==> config.mk <==
export PLATFORM = sky130hd
export DESIGN_NAME = alu_reservation_station_flat
export DESIGN_NICKNAME = d
export VERILOG_FILES = /design/src/rtl/alu_reservation_station_if.sv /design/src/rtl/alu_reservation_station.sv /design/src/flat_wrapper.sv
export SDC_FILE = /design/constraint.sdc
export NUM_CORES = 2
export LEC_CHECK = 0
export ABC_CLOCK_PERIOD_IN_PS = 29800
export CAP_MARGIN = 10
export CORE_MARGIN = 2
export CORE_UTILIZATION = 54
export CTS_CLUSTER_SIZE = 25
export DETAILED_ROUTE_END_ITERATION = 10
export DONT_BUFFER_PORTS = 1
export MAX_ROUTING_LAYER = met4
export PLACE_DENSITY = 0.69
export SLEW_MARGIN = 20
export SYNTH_ARGS = -nofsm -noshare
export SYNTH_HDL_FRONTEND = slang
export SYNTH_SLANG_ARGS = --single-unit
==> constraint.sdc <==
create_clock -name clk -period 29.8 [get_ports clk]
set_input_delay 5.96 -clock clk [delete_from_list [all_inputs] [get_ports clk]]
set_output_delay 5.96 -clock clk [all_outputs]
set_load 0.01 [all_outputs]
==> src/rtl/alu_reservation_station_if.sv <==
// Dispatch / CDB / issue bundle for the ALU reservation station.
// The master side is the surrounding core (dispatch, CDB, ALU); the
// station itself connects through the slave modport.
interface alu_reservation_station_if #(
   parameter int XLEN      = 32,
   parameter int RS_SIZE   = 8,
   parameter int TAG_WIDTH = 6
);
   logic                       flush;

   logic                       alloc_valid;
   logic                       alloc_ready;
   logic [3:0]                 alloc_alu_op;
   logic [TAG_WIDTH-1:0]       alloc_rob_tag;
   logic [XLEN-1:0]            alloc_src1_value;
   logic [XLEN-1:0]            alloc_src2_value;
   logic                       alloc_src1_ready;
   logic                       alloc_src2_ready;
   logic [TAG_WIDTH-1:0]       alloc_src1_tag;
   logic [TAG_WIDTH-1:0]       alloc_src2_tag;

   logic                       cdb_valid;
   logic [TAG_WIDTH-1:0]       cdb_tag;
   logic [XLEN-1:0]            cdb_value;

   logic                       issue_valid;
   logic                       issue_ready;
   logic [3:0]                 issue_alu_op;
   logic [XLEN-1:0]            issue_src1;
   logic [XLEN-1:0]            issue_src2;
   logic [TAG_WIDTH-1:0]       issue_rob_tag;

   logic [$clog2(RS_SIZE):0]   occupancy;

   modport master (
      output flush,
      output alloc_valid, alloc_alu_op, alloc_rob_tag,
      output alloc_src1_value, alloc_src2_value,
      output alloc_src1_ready, alloc_src2_ready,
      output alloc_src1_tag, alloc_src2_tag,
      input  alloc_ready,
      output cdb_valid, cdb_tag, cdb_value,
      input  issue_valid, issue_alu_op, issue_src1, issue_src2, issue_rob_tag,
      output issue_ready,
      input  occupancy
   );

   modport slave (
      input  flush,
      input  alloc_valid, alloc_alu_op, alloc_rob_tag,
      input  alloc_src1_value, alloc_src2_value,
      input  alloc_src1_ready, alloc_src2_ready,
      input  alloc_src1_tag, alloc_src2_tag,
      output alloc_ready,
      input  cdb_valid, cdb_tag, cdb_value,
      output issue_valid, issue_alu_op, issue_src1, issue_src2, issue_rob_tag,
      input  issue_ready,
      output occupancy
   );
endinterface

==> src/rtl/alu_reservation_station.sv <==
// ALU reservation station: age-ordered collapsing queue (slot 0 oldest).
// Holds renamed micro-ops until both sources are ready, snoops the CDB for
// missing operands, and issues the oldest ready entry to the ALU.
module alu_reservation_station #(
   parameter int XLEN      = 32,
   parameter int RS_SIZE   = 8,
   parameter int TAG_WIDTH = 6
) (
   input logic                   clk,
   input logic                   rst,
   alu_reservation_station_if.slave rs_if
);
   localparam int IDX_W = $clog2(RS_SIZE);
   localparam int OCC_W = $clog2(RS_SIZE) + 1;

   typedef struct packed {
      logic                 valid;
      logic [3:0]           alu_op;
      logic [TAG_WIDTH-1:0] rob_tag;
      logic                 src1_ready;
      logic [TAG_WIDTH-1:0] src1_tag;
      logic [XLEN-1:0]      src1_value;
      logic                 src2_ready;
      logic [TAG_WIDTH-1:0] src2_tag;
      logic [XLEN-1:0]      src2_value;
   } entry_t;

   entry_t             entry_q [RS_SIZE];
   entry_t             entry_d [RS_SIZE];
   entry_t             woken   [RS_SIZE];
   entry_t             new_entry;
   logic [OCC_W-1:0]   occ_q;
   logic [OCC_W-1:0]   occ_d;
   logic [OCC_W-1:0]   alloc_slot;
   logic               sel_found;
   logic [IDX_W-1:0]   sel_idx;
   logic               issue_valid;
   logic               issue_fire;
   logic               alloc_ready;
   logic               alloc_fire;

   assign alloc_ready = (occ_q < OCC_W'(RS_SIZE));
   assign alloc_fire  = rs_if.alloc_valid && alloc_ready && !rs_if.flush;
   assign issue_valid = sel_found && !rs_if.flush;
   assign issue_fire  = issue_valid && rs_if.issue_ready;
   // The issued slot collapses, so the tail moves down by one when issuing.
   assign alloc_slot  = occ_q - OCC_W'(issue_fire);

   // Wakeup: each waiting source matching the CDB tag becomes ready.
   always_comb begin
      for (int i = 0; i < RS_SIZE; i++) begin
         // NOTE: assign a full default before any conditional update so no latch is inferred.
         woken[i] = entry_q[i];
         if (rs_if.cdb_valid && entry_q[i].valid) begin
            if (!entry_q[i].src1_ready && (entry_q[i].src1_tag == rs_if.cdb_tag)) begin
               woken[i].src1_ready = 1'b1;
               woken[i].src1_value = rs_if.cdb_value;
            end
            if (!entry_q[i].src2_ready && (entry_q[i].src2_tag == rs_if.cdb_tag)) begin
               woken[i].src2_ready = 1'b1;
               woken[i].src2_value = rs_if.cdb_value;
            end
         end
      end
   end

   // Incoming micro-op, with operands bypassed from a same-cycle CDB broadcast.
   always_comb begin
      new_entry            = '0;
      new_entry.valid      = 1'b1;
      new_entry.alu_op     = rs_if.alloc_alu_op;
      new_entry.rob_tag    = rs_if.alloc_rob_tag;
      new_entry.src1_ready = rs_if.alloc_src1_ready;
      new_entry.src1_tag   = rs_if.alloc_src1_tag;
      new_entry.src1_value = rs_if.alloc_src1_value;
      new_entry.src2_ready = rs_if.alloc_src2_ready;
      new_entry.src2_tag   = rs_if.alloc_src2_tag;
      new_entry.src2_value = rs_if.alloc_src2_value;
      if (rs_if.cdb_valid && !rs_if.alloc_src1_ready && (rs_if.alloc_src1_tag == rs_if.cdb_tag)) begin
         new_entry.src1_ready = 1'b1;
         new_entry.src1_value = rs_if.cdb_value;
      end
      if (rs_if.cdb_valid && !rs_if.alloc_src2_ready && (rs_if.alloc_src2_tag == rs_if.cdb_tag)) begin
         new_entry.src2_ready = 1'b1;
         new_entry.src2_value = rs_if.cdb_value;
      end
   end

   // Select: the lowest-index entry with both sources ready wins.
   always_comb begin
      sel_found = 1'b0;
      sel_idx   = '0;
      for (int i = RS_SIZE - 1; i >= 0; i--) begin
         if (entry_q[i].valid && entry_q[i].src1_ready && entry_q[i].src2_ready) begin
            sel_found = 1'b1;
            sel_idx   = IDX_W'(i);
         end
      end
   end

   // Next state: collapse above the issued slot, append the new entry, flush.
   always_comb begin
      for (int i = 0; i < RS_SIZE - 1; i++) begin
         if (issue_fire && (IDX_W'(i) >= sel_idx)) begin
            entry_d[i] = woken[i+1];
         end else begin
            entry_d[i] = woken[i];
         end
      end
      if (issue_fire) begin
         entry_d[RS_SIZE-1] = '0;
      end else begin
         entry_d[RS_SIZE-1] = woken[RS_SIZE-1];
      end

      for (int i = 0; i < RS_SIZE; i++) begin
         if (alloc_fire && (alloc_slot == OCC_W'(i))) begin
            entry_d[i] = new_entry;
         end
      end

      occ_d = occ_q + OCC_W'(alloc_fire) - OCC_W'(issue_fire);

      if (rs_if.flush) begin
         for (int i = 0; i < RS_SIZE; i++) begin
            entry_d[i].valid = 1'b0;
         end
         occ_d = '0;
      end
   end

   // State registers; reset clears only the valid bits and the count.
   always_ff @(posedge clk) begin
      if (rst) begin
         occ_q <= '0;
         // NOTE: payload fields are don't-care while invalid, so only valid bits are reset.
         for (int i = 0; i < RS_SIZE; i++) begin
            entry_q[i].valid <= 1'b0;
         end
      end else begin
         // NOTE: non-blocking assignments keep every register updating from pre-edge values.
         occ_q <= occ_d;
         for (int i = 0; i < RS_SIZE; i++) begin
            entry_q[i] <= entry_d[i];
         end
      end
   end

   assign rs_if.alloc_ready   = alloc_ready;
   assign rs_if.occupancy     = occ_q;
   assign rs_if.issue_valid   = issue_valid;
   assign rs_if.issue_alu_op  = issue_valid ? entry_q[sel_idx].alu_op     : '0;
   assign rs_if.issue_rob_tag = issue_valid ? entry_q[sel_idx].rob_tag    : '0;
   assign rs_if.issue_src1    = issue_valid ? entry_q[sel_idx].src1_value : '0;
   assign rs_if.issue_src2    = issue_valid ? entry_q[sel_idx].src2_value : '0;
endmodule

==> src/flat_wrapper.sv <==
// flat-port wrapper written by rule: the top's interface ports become plain ports
module alu_reservation_station_flat 
#(
   parameter int XLEN      = 32,
   parameter int RS_SIZE   = 8,
   parameter int TAG_WIDTH = 6
)
  (clk, rst, rs_if_flush, rs_if_alloc_valid, rs_if_alloc_alu_op, rs_if_alloc_rob_tag, rs_if_alloc_src1_value, rs_if_alloc_src2_value, rs_if_alloc_src1_ready, rs_if_alloc_src2_ready, rs_if_alloc_src1_tag, rs_if_alloc_src2_tag, rs_if_alloc_ready, rs_if_cdb_valid, rs_if_cdb_tag, rs_if_cdb_value, rs_if_issue_valid, rs_if_issue_alu_op, rs_if_issue_src1, rs_if_issue_src2, rs_if_issue_rob_tag, rs_if_issue_ready, rs_if_occupancy);
  alu_reservation_station_if #(.XLEN(XLEN), .RS_SIZE(RS_SIZE), .TAG_WIDTH(TAG_WIDTH)) rs_if_i ();
  input logic clk;
  input logic rst;
  input wire logic [$bits(rs_if_i.flush)-1:0] rs_if_flush;
  input wire logic [$bits(rs_if_i.alloc_valid)-1:0] rs_if_alloc_valid;
  input wire logic [$bits(rs_if_i.alloc_alu_op)-1:0] rs_if_alloc_alu_op;
  input wire logic [$bits(rs_if_i.alloc_rob_tag)-1:0] rs_if_alloc_rob_tag;
  input wire logic [$bits(rs_if_i.alloc_src1_value)-1:0] rs_if_alloc_src1_value;
  input wire logic [$bits(rs_if_i.alloc_src2_value)-1:0] rs_if_alloc_src2_value;
  input wire logic [$bits(rs_if_i.alloc_src1_ready)-1:0] rs_if_alloc_src1_ready;
  input wire logic [$bits(rs_if_i.alloc_src2_ready)-1:0] rs_if_alloc_src2_ready;
  input wire logic [$bits(rs_if_i.alloc_src1_tag)-1:0] rs_if_alloc_src1_tag;
  input wire logic [$bits(rs_if_i.alloc_src2_tag)-1:0] rs_if_alloc_src2_tag;
  output wire logic [$bits(rs_if_i.alloc_ready)-1:0] rs_if_alloc_ready;
  input wire logic [$bits(rs_if_i.cdb_valid)-1:0] rs_if_cdb_valid;
  input wire logic [$bits(rs_if_i.cdb_tag)-1:0] rs_if_cdb_tag;
  input wire logic [$bits(rs_if_i.cdb_value)-1:0] rs_if_cdb_value;
  output wire logic [$bits(rs_if_i.issue_valid)-1:0] rs_if_issue_valid;
  output wire logic [$bits(rs_if_i.issue_alu_op)-1:0] rs_if_issue_alu_op;
  output wire logic [$bits(rs_if_i.issue_src1)-1:0] rs_if_issue_src1;
  output wire logic [$bits(rs_if_i.issue_src2)-1:0] rs_if_issue_src2;
  output wire logic [$bits(rs_if_i.issue_rob_tag)-1:0] rs_if_issue_rob_tag;
  input wire logic [$bits(rs_if_i.issue_ready)-1:0] rs_if_issue_ready;
  output wire logic [$bits(rs_if_i.occupancy)-1:0] rs_if_occupancy;
  assign rs_if_i.flush = rs_if_flush;
  assign rs_if_i.alloc_valid = rs_if_alloc_valid;
  assign rs_if_i.alloc_alu_op = rs_if_alloc_alu_op;
  assign rs_if_i.alloc_rob_tag = rs_if_alloc_rob_tag;
  assign rs_if_i.alloc_src1_value = rs_if_alloc_src1_value;
  assign rs_if_i.alloc_src2_value = rs_if_alloc_src2_value;
  assign rs_if_i.alloc_src1_ready = rs_if_alloc_src1_ready;
  assign rs_if_i.alloc_src2_ready = rs_if_alloc_src2_ready;
  assign rs_if_i.alloc_src1_tag = rs_if_alloc_src1_tag;
  assign rs_if_i.alloc_src2_tag = rs_if_alloc_src2_tag;
  assign rs_if_alloc_ready = rs_if_i.alloc_ready;
  assign rs_if_i.cdb_valid = rs_if_cdb_valid;
  assign rs_if_i.cdb_tag = rs_if_cdb_tag;
  assign rs_if_i.cdb_value = rs_if_cdb_value;
  assign rs_if_issue_valid = rs_if_i.issue_valid;
  assign rs_if_issue_alu_op = rs_if_i.issue_alu_op;
  assign rs_if_issue_src1 = rs_if_i.issue_src1;
  assign rs_if_issue_src2 = rs_if_i.issue_src2;
  assign rs_if_issue_rob_tag = rs_if_i.issue_rob_tag;
  assign rs_if_i.issue_ready = rs_if_issue_ready;
  assign rs_if_occupancy = rs_if_i.occupancy;
  alu_reservation_station #(.XLEN(XLEN), .RS_SIZE(RS_SIZE), .TAG_WIDTH(TAG_WIDTH)) u_core (.clk(clk), .rst(rst), .rs_if(rs_if_i));
endmodule
# [Yosys cells after proc, flatten, opt, wreduce, memory -nomap -nowiden]
# Memories as Yosys holds them, arrays and structs flattened.
# Index checks and enable logic that the tools add are counted.
[op_classes] add_sub_neg=3 order_cmp=8 n_eq_ne=25 mux=115 bitwise=8 n_reduce_logical=84
[ops] cell="$mux 89" count=16
[ops] cell="$mux 32" count=28
[ops] cell="$mux 33" count=8
[ops] cell="$eq 6x6->1" count=18
[ops] cell="$logic_and 1x1->1" count=63
[ops] cell="$mux 1" count=53
[ops] cell="$mux 3" count=8
[ops] cell="$logic_not 1->1" count=19
[ops] cell="$eq 4x3->1 const B" count=4
[ops] cell="$ge 3x3->1 const A" count=3
[ops] cell="$eq 4x2->1 const B" count=2
[ops] cell="$or 1x1->1" count=8
[ops] cell="$sub 4x1->4" count=2
[ops] cell="$ge 1x3->1 const A" count=2
[ops] cell="$ge 2x3->1 const A" count=2
[ops] cell="$mux 6" count=1
[ops] cell="$add 4x1->4" count=1
[ops] cell="$eq 4x1->1 const B" count=1
[ops] cell="$logic_not 4->1" count=1
[ops] cell="$lt 4x4->1 const B" count=1
[ops] cell="$mux 4" count=1
[ops] cell="$reduce_or 2->1" count=1
[word_totals] regBits=4 mem_bits_rw=712 input_bits=132 out_inout_bits=80 word_cells=245 n_memories=1
[mem_list] memory="u_core.entry_q" words=8 width=89 rd=9 rd_clocked_by_memory_dff=0 write_ports=8 line_no="alu_reservation_station.sv:28" rtl="entry_t entry_q [RS_SIZE];"

# [Depth between registers and ports, before layout]
# An unclocked memory read counts as a cell.
[depth] depth_word=19 mapped_depth=17 depth_no_buf=13

# [Least setup slack after synthesis]
# Ideal clock, no wire load.
[synth_timing] kind="input -> register" from="input rst" to="memory u_core.entry_q[1][0] (netlist bit), enable pin" setup_ns=0.807 arrival_time_ns=15.015 t_required_ns=28.993 path_slack_ns=13.979 path_stages=2 cell_sequence="clkbuf_1 > inv_1"
[synth_lines] element="start, declared" line_no="flat_wrapper.sv:11" rtl="input logic rst;"
[synth_lines] element="end, declared" line_no="alu_reservation_station.sv:28"

# [Worst setup path after layout]
[layout_timing] from="input rs_if_flush" to="output rs_if_issue_alu_op[2]"
[layout_via] elab_chain_cells=3
[layout_rtl] element="start, declared" line_no="flat_wrapper.sv:12" rtl="input wire logic [$bits(rs_if_i.flush)-1:0] rs_if_flush;"
[layout_rtl] element="$logic_not 1->1" line_no="alu_reservation_station.sv:44" rtl="assign issue_valid = sel_found && !rs_if.flush;"
[layout_rtl] element="$logic_and 1x1->1" line_no="alu_reservation_station.sv:44"
[layout_rtl] element="net rs_if_issue_valid" line_no="flat_wrapper.sv:26" rtl="output wire logic [$bits(rs_if_i.issue_valid)-1:0] rs_if_issue_valid;"
[layout_rtl] element="$mux 4" line_no="alu_reservation_station.sv:152" rtl="assign rs_if.issue_alu_op = issue_valid ? entry_q[sel_idx].alu_op : '0;"
[layout_rtl] element="end, declared" line_no="flat_wrapper.sv:27" rtl="output wire logic [$bits(rs_if_i.issue_alu_op)-1:0] rs_if_issue_alu_op;"
# The timed path passes the listed nets, and every way through them passes these cells.

==> impl_metrics.py <==
metrics = {
    "worst_setup_path": {
        "worstSetupPathType": "in -> out",
        "cp-end-kind": "output pin",
        "cp_slowest_cell": "buf_4",
        "cp_cell_sequence": "o21bai_4 > buf_4 > inv_1 > o21a_1",
        "worstPathRequired_ns": 23.84,
        "crit_path_start_kind": "input pin",
        "critPathMaxFanout": 74,
        "rr_worst_depth": 14,
        "max_stage_delay_ns": 0.75,
        "critPathArrivalTime_ns": 7.28,
    },
    "cells_and_area": {
        "fin_nets": 4133,
        "instances_no_fill": 5154,
        "drive_gt1_frac": 0.123,
        "syn_to_final_growth_pct": 6.21,
    },
    "global_route": {
        "overflow": 0,
        "grt_usage": 0.403,
        "grt_pass1_wl_mm": 251,
        "met3_usage": 0.103,
        "grt_pass1_vias": 37840,
        "met2_usage": 0.598,
        "grt-busiest-layer": "met2",
        "grt_max_degree": 169,
        "grtUsageMet1": 0.513,
        "antenna_found_initial": 8,
    },
    "floorplanning": {
        "die_width_um": 294,
        "rows": 106,
        "core_um2": 83300,
        "die_h_um": 294,
        "start_util": 0.544,
        "pin_count": 212,
        "die_area_um2": 86200,
    },
    "sta": {
        "setup_tns_ns": 0,
        "maxSlewHeadroom": 0.175,
        "min_period_over_period": 0.444,
        "worst_pin_slew_ns": 1.24,
        "hold_viol": 0,
        "rsz0062_at_grt": "false",
        "drv_slew": 0,
        "fmax_mhz": 75.5,
        "finalSetupViolCount": 0,
        "skew_ns": 0.0255,
        "period_minus_slack_ns": 13.24,
    },
    "synthesis": {
        "ys_async_sr_fraction": 0,
        "synth_edf_count": 704,
        "synth_mux_area_frac": 0.164,
        "yosysSeqAreaShare": 0.472,
        "synthAdderAreaFrac": 0.00210,
        "avgSynthCellArea_um2": 10.5,
        "yosysWarnings": 0,
        "synthXorXnorAreaFrac": 0.0217,
        "synth_compound_area_frac": 0.202,
        "synth_cell_types": 56,
        "synth_top_family_by_area": "compound AO/OA/AOI/OAI gates",
        "synth-simple-area-share": 0.0885,
        "synthesis.nets": 4463,
        "synth_cells": 4324,
        "ys.flop_type": "edfxtp_1",
        "ys_ff_latch": 716,
        "syn_area_um2": 45300,
    },
    "clocking": {
        "clkSlewWorstSetupHoldPaths_ns": 0.06,
        "cts_resized": 0,
        "cts_setup_buffers": 0,
        "cts_tree": "yes",
        "ctsHoldBuffers": 0,
        "htree_levels": 3,
        "cts_buffer_depth": 3,
        "clk_latency_ns": 0.66,
        "clock_sinks": 716,
        "clockRootBuffer": "clkbuf_16",
        "cts_buffers": 83,
    },
    "drt": {
        "dr.pass1.iters": 8,
        "wire_per_inst_um": 33.8,
        "drt-total-wl_mm": 174,
        "drc": 0,
        "via_count": 38965,
        "first_iter_violations": 6311,
        "vias_per_cell": 7.56,
        "antenna_left": 0,
    },
    "worst_hold_path": {
        "hold_depth": 2,
        "min_path_type": "reg -> reg",
    },
    "placed_design": {
        "place.detailed.hpwl_mm": 93.2,
        "routabilityCongestion": 0.877,
        "dp_cells": 4989,
        "port_buffers": 0,
    },
    "run_status": {
        "outcome": "completed",
    },
    "pwr": {
        "p_per_area_nw_per_um2": 49.1,
        "vdd_drop_max_uv": 49.7,
        "p_leak_nw": 18.2,
    },
    "job": {
        "cap_violations": 0,
    },
}
==> worst max-delay path: cells and delay by family <==
family	cells	cell delay, ns
buf+inv	2	0.99
compound gates	2	0.29
==> cells in the mapped netlist (5+ instances only) <==
| cell type | count | area [um^2] |
|---|---|---|
| o221ai_1 | 64 | 561 |
| nor2_1 | 308 | 1160 |
| nand3_1 | 71 | 355 |
| a211o_1 | 147 | 1290 |
| buf_2 | 73 | 365 |
| a211oi_1 | 5 | 37.5 |
| buf_6 | 9 | 101 |
| and2_1 | 6 | 37.5 |
| a31oi_1 | 10 | 62.6 |
| mux2i_1 | 514 | 5140 |
| a221oi_2 | 30 | 450 |
| xnor2_1 | 63 | 552 |
| or3_1 | 6 | 37.5 |
| a221oi_1 | 97 | 850 |
| inv_1 | 11 | 41.3 |
| a21oi_1 | 298 | 1490 |
| edfxtp_1 | 704 | 21100 |
| o22ai_1 | 424 | 2650 |
| xor2_1 | 49 | 429 |
| o21ai_0 | 134 | 671 |
| buf_4 | 16 | 120 |
| and3_1 | 90 | 563 |
| nand2b_1 | 5 | 31.3 |
| nand4_1 | 8 | 50.1 |
| buf_1 | 45 | 169 |
| ha_1 | 6 | 75.1 |
| mux2_2 | 202 | 2270 |
| nand2_1 | 398 | 1490 |
| clkbuf_1 | 326 | 1220 |
| clkbuf_4 | 26 | 195 |
| a22o_1 | 108 | 946 |
| nor3_1 | 12 | 60.1 |
| dfxtp_1 | 12 | 240 |
==> cells by family after synthesis <==
logic type               Yosys count
flip-flops                       716
multiplexers                     716
XOR/XNOR                         112
adder cells (fa/ha/maj)            7
AND/OR/NAND/NOR                  929
buffers and inverters            509
AO/OA/AOI/OAI                   1335
==> where the power goes <==
part	total (mW)	internal [mW]	switching, mW
logic	0.173	0.0728	0.0998
clock network	1.00	0.559	0.441
registers	1.19	1.16	0.0280
==> cell type report <==
type | count | area [um^2]
Antenna cell | 13 | 32.5
Clock buffer | 98 | 2150
Clock inverter | 54 | 393
Fill cell | 7048 | 35200
Inverter | 11 | 48.8
Multi-Input combinational cell | 3099 | 22100
Sequential cell | 716 | 21400
Tap cell | 1080 | 1350
Timing Repair Buffer | 83 | 648
==> per-stage QoR <==
step	setup slack [ns]	hold WS (ns)	area, um^2	util	total power [mW]
floorplan	13.98	0.462	45300	-	1.35
global placement	16.59	0.481	45500	0.547	1.37
detailed placement	16.50	0.481	45500	0.547	1.37
CTS	16.50	0.490	48100	0.577	2.35
global route	16.44	0.525	48100	0.578	2.41
finish	16.56	0.494	48100	0.578	2.36
==> path summary, 6_finish.rpt <==
| check | startpoint | end | slack (ns) |
|---|---|---|---|
| max | rs_if_flush | rs_if_issue_alu_op[2] | 16.56 |
| min | u_core.entry_q[0][88] | u_core.entry_q[0][88] | 0.49 |
| max reg2reg | u_core.entry_q[3][77] | u_core.entry_q[0][60] | 22.85 |
| min reg2reg | u_core.entry_q[0][88] | u_core.entry_q[0][88] | 0.49 |
==> metal layers <==
layer,routed length (um),vias up
li1,-,16109
met1,62800,18774
met2,76000,3397
met3,25600,685
met4,9980,0
met5,0,-
==> sequential cells by signal, indices dropped and copies added (netlist names) <==
signal / cells
u_core.entry_q: 712
u_core.rs_if.occupancy: 4
==> layout by cell type, fill, tap and decap left out, types with 6 or more instances in the layout <==
cell type / synthesis / final
edfxtp_1: 704 / 704
mux2i_1: 514 / 514
o22ai_1: 424 / 424
nand2_1: 398 / 388
nor2_1: 308 / 294
a21oi_1: 298 / 287
mux2_2: 202 / 202
a211o_1: 147 / 146
o21ai_0: 134 / 133
a22o_1: 108 / 108
a221oi_1: 97 / 97
and3_1: 90 / 90
clkbuf_16: 0 / 84
buf_4: 16 / 81
nand3_1: 71 / 66
o221ai_1: 64 / 64
xnor2_1: 63 / 63
xor2_1: 49 / 49
a221oi_2: 30 / 30
clkinv_1: 0 / 26
clkinv_2: 0 / 17
clkbuf_1: 326 / 14
diode_2: 0 / 13
dfxtp_1: 12 / 12
inv_1: 11 / 10
nor3_1: 12 / 10
a31oi_1: 10 / 9
nor2_4: 0 / 8
nand4_1: 8 / 8
nand2_4: 0 / 6
nor3_4: 2 / 6
nor2_2: 0 / 6
a21oi_2: 0 / 6
ha_1: 6 / 6
No activity file was read; power rests on OpenSTA's default activity.
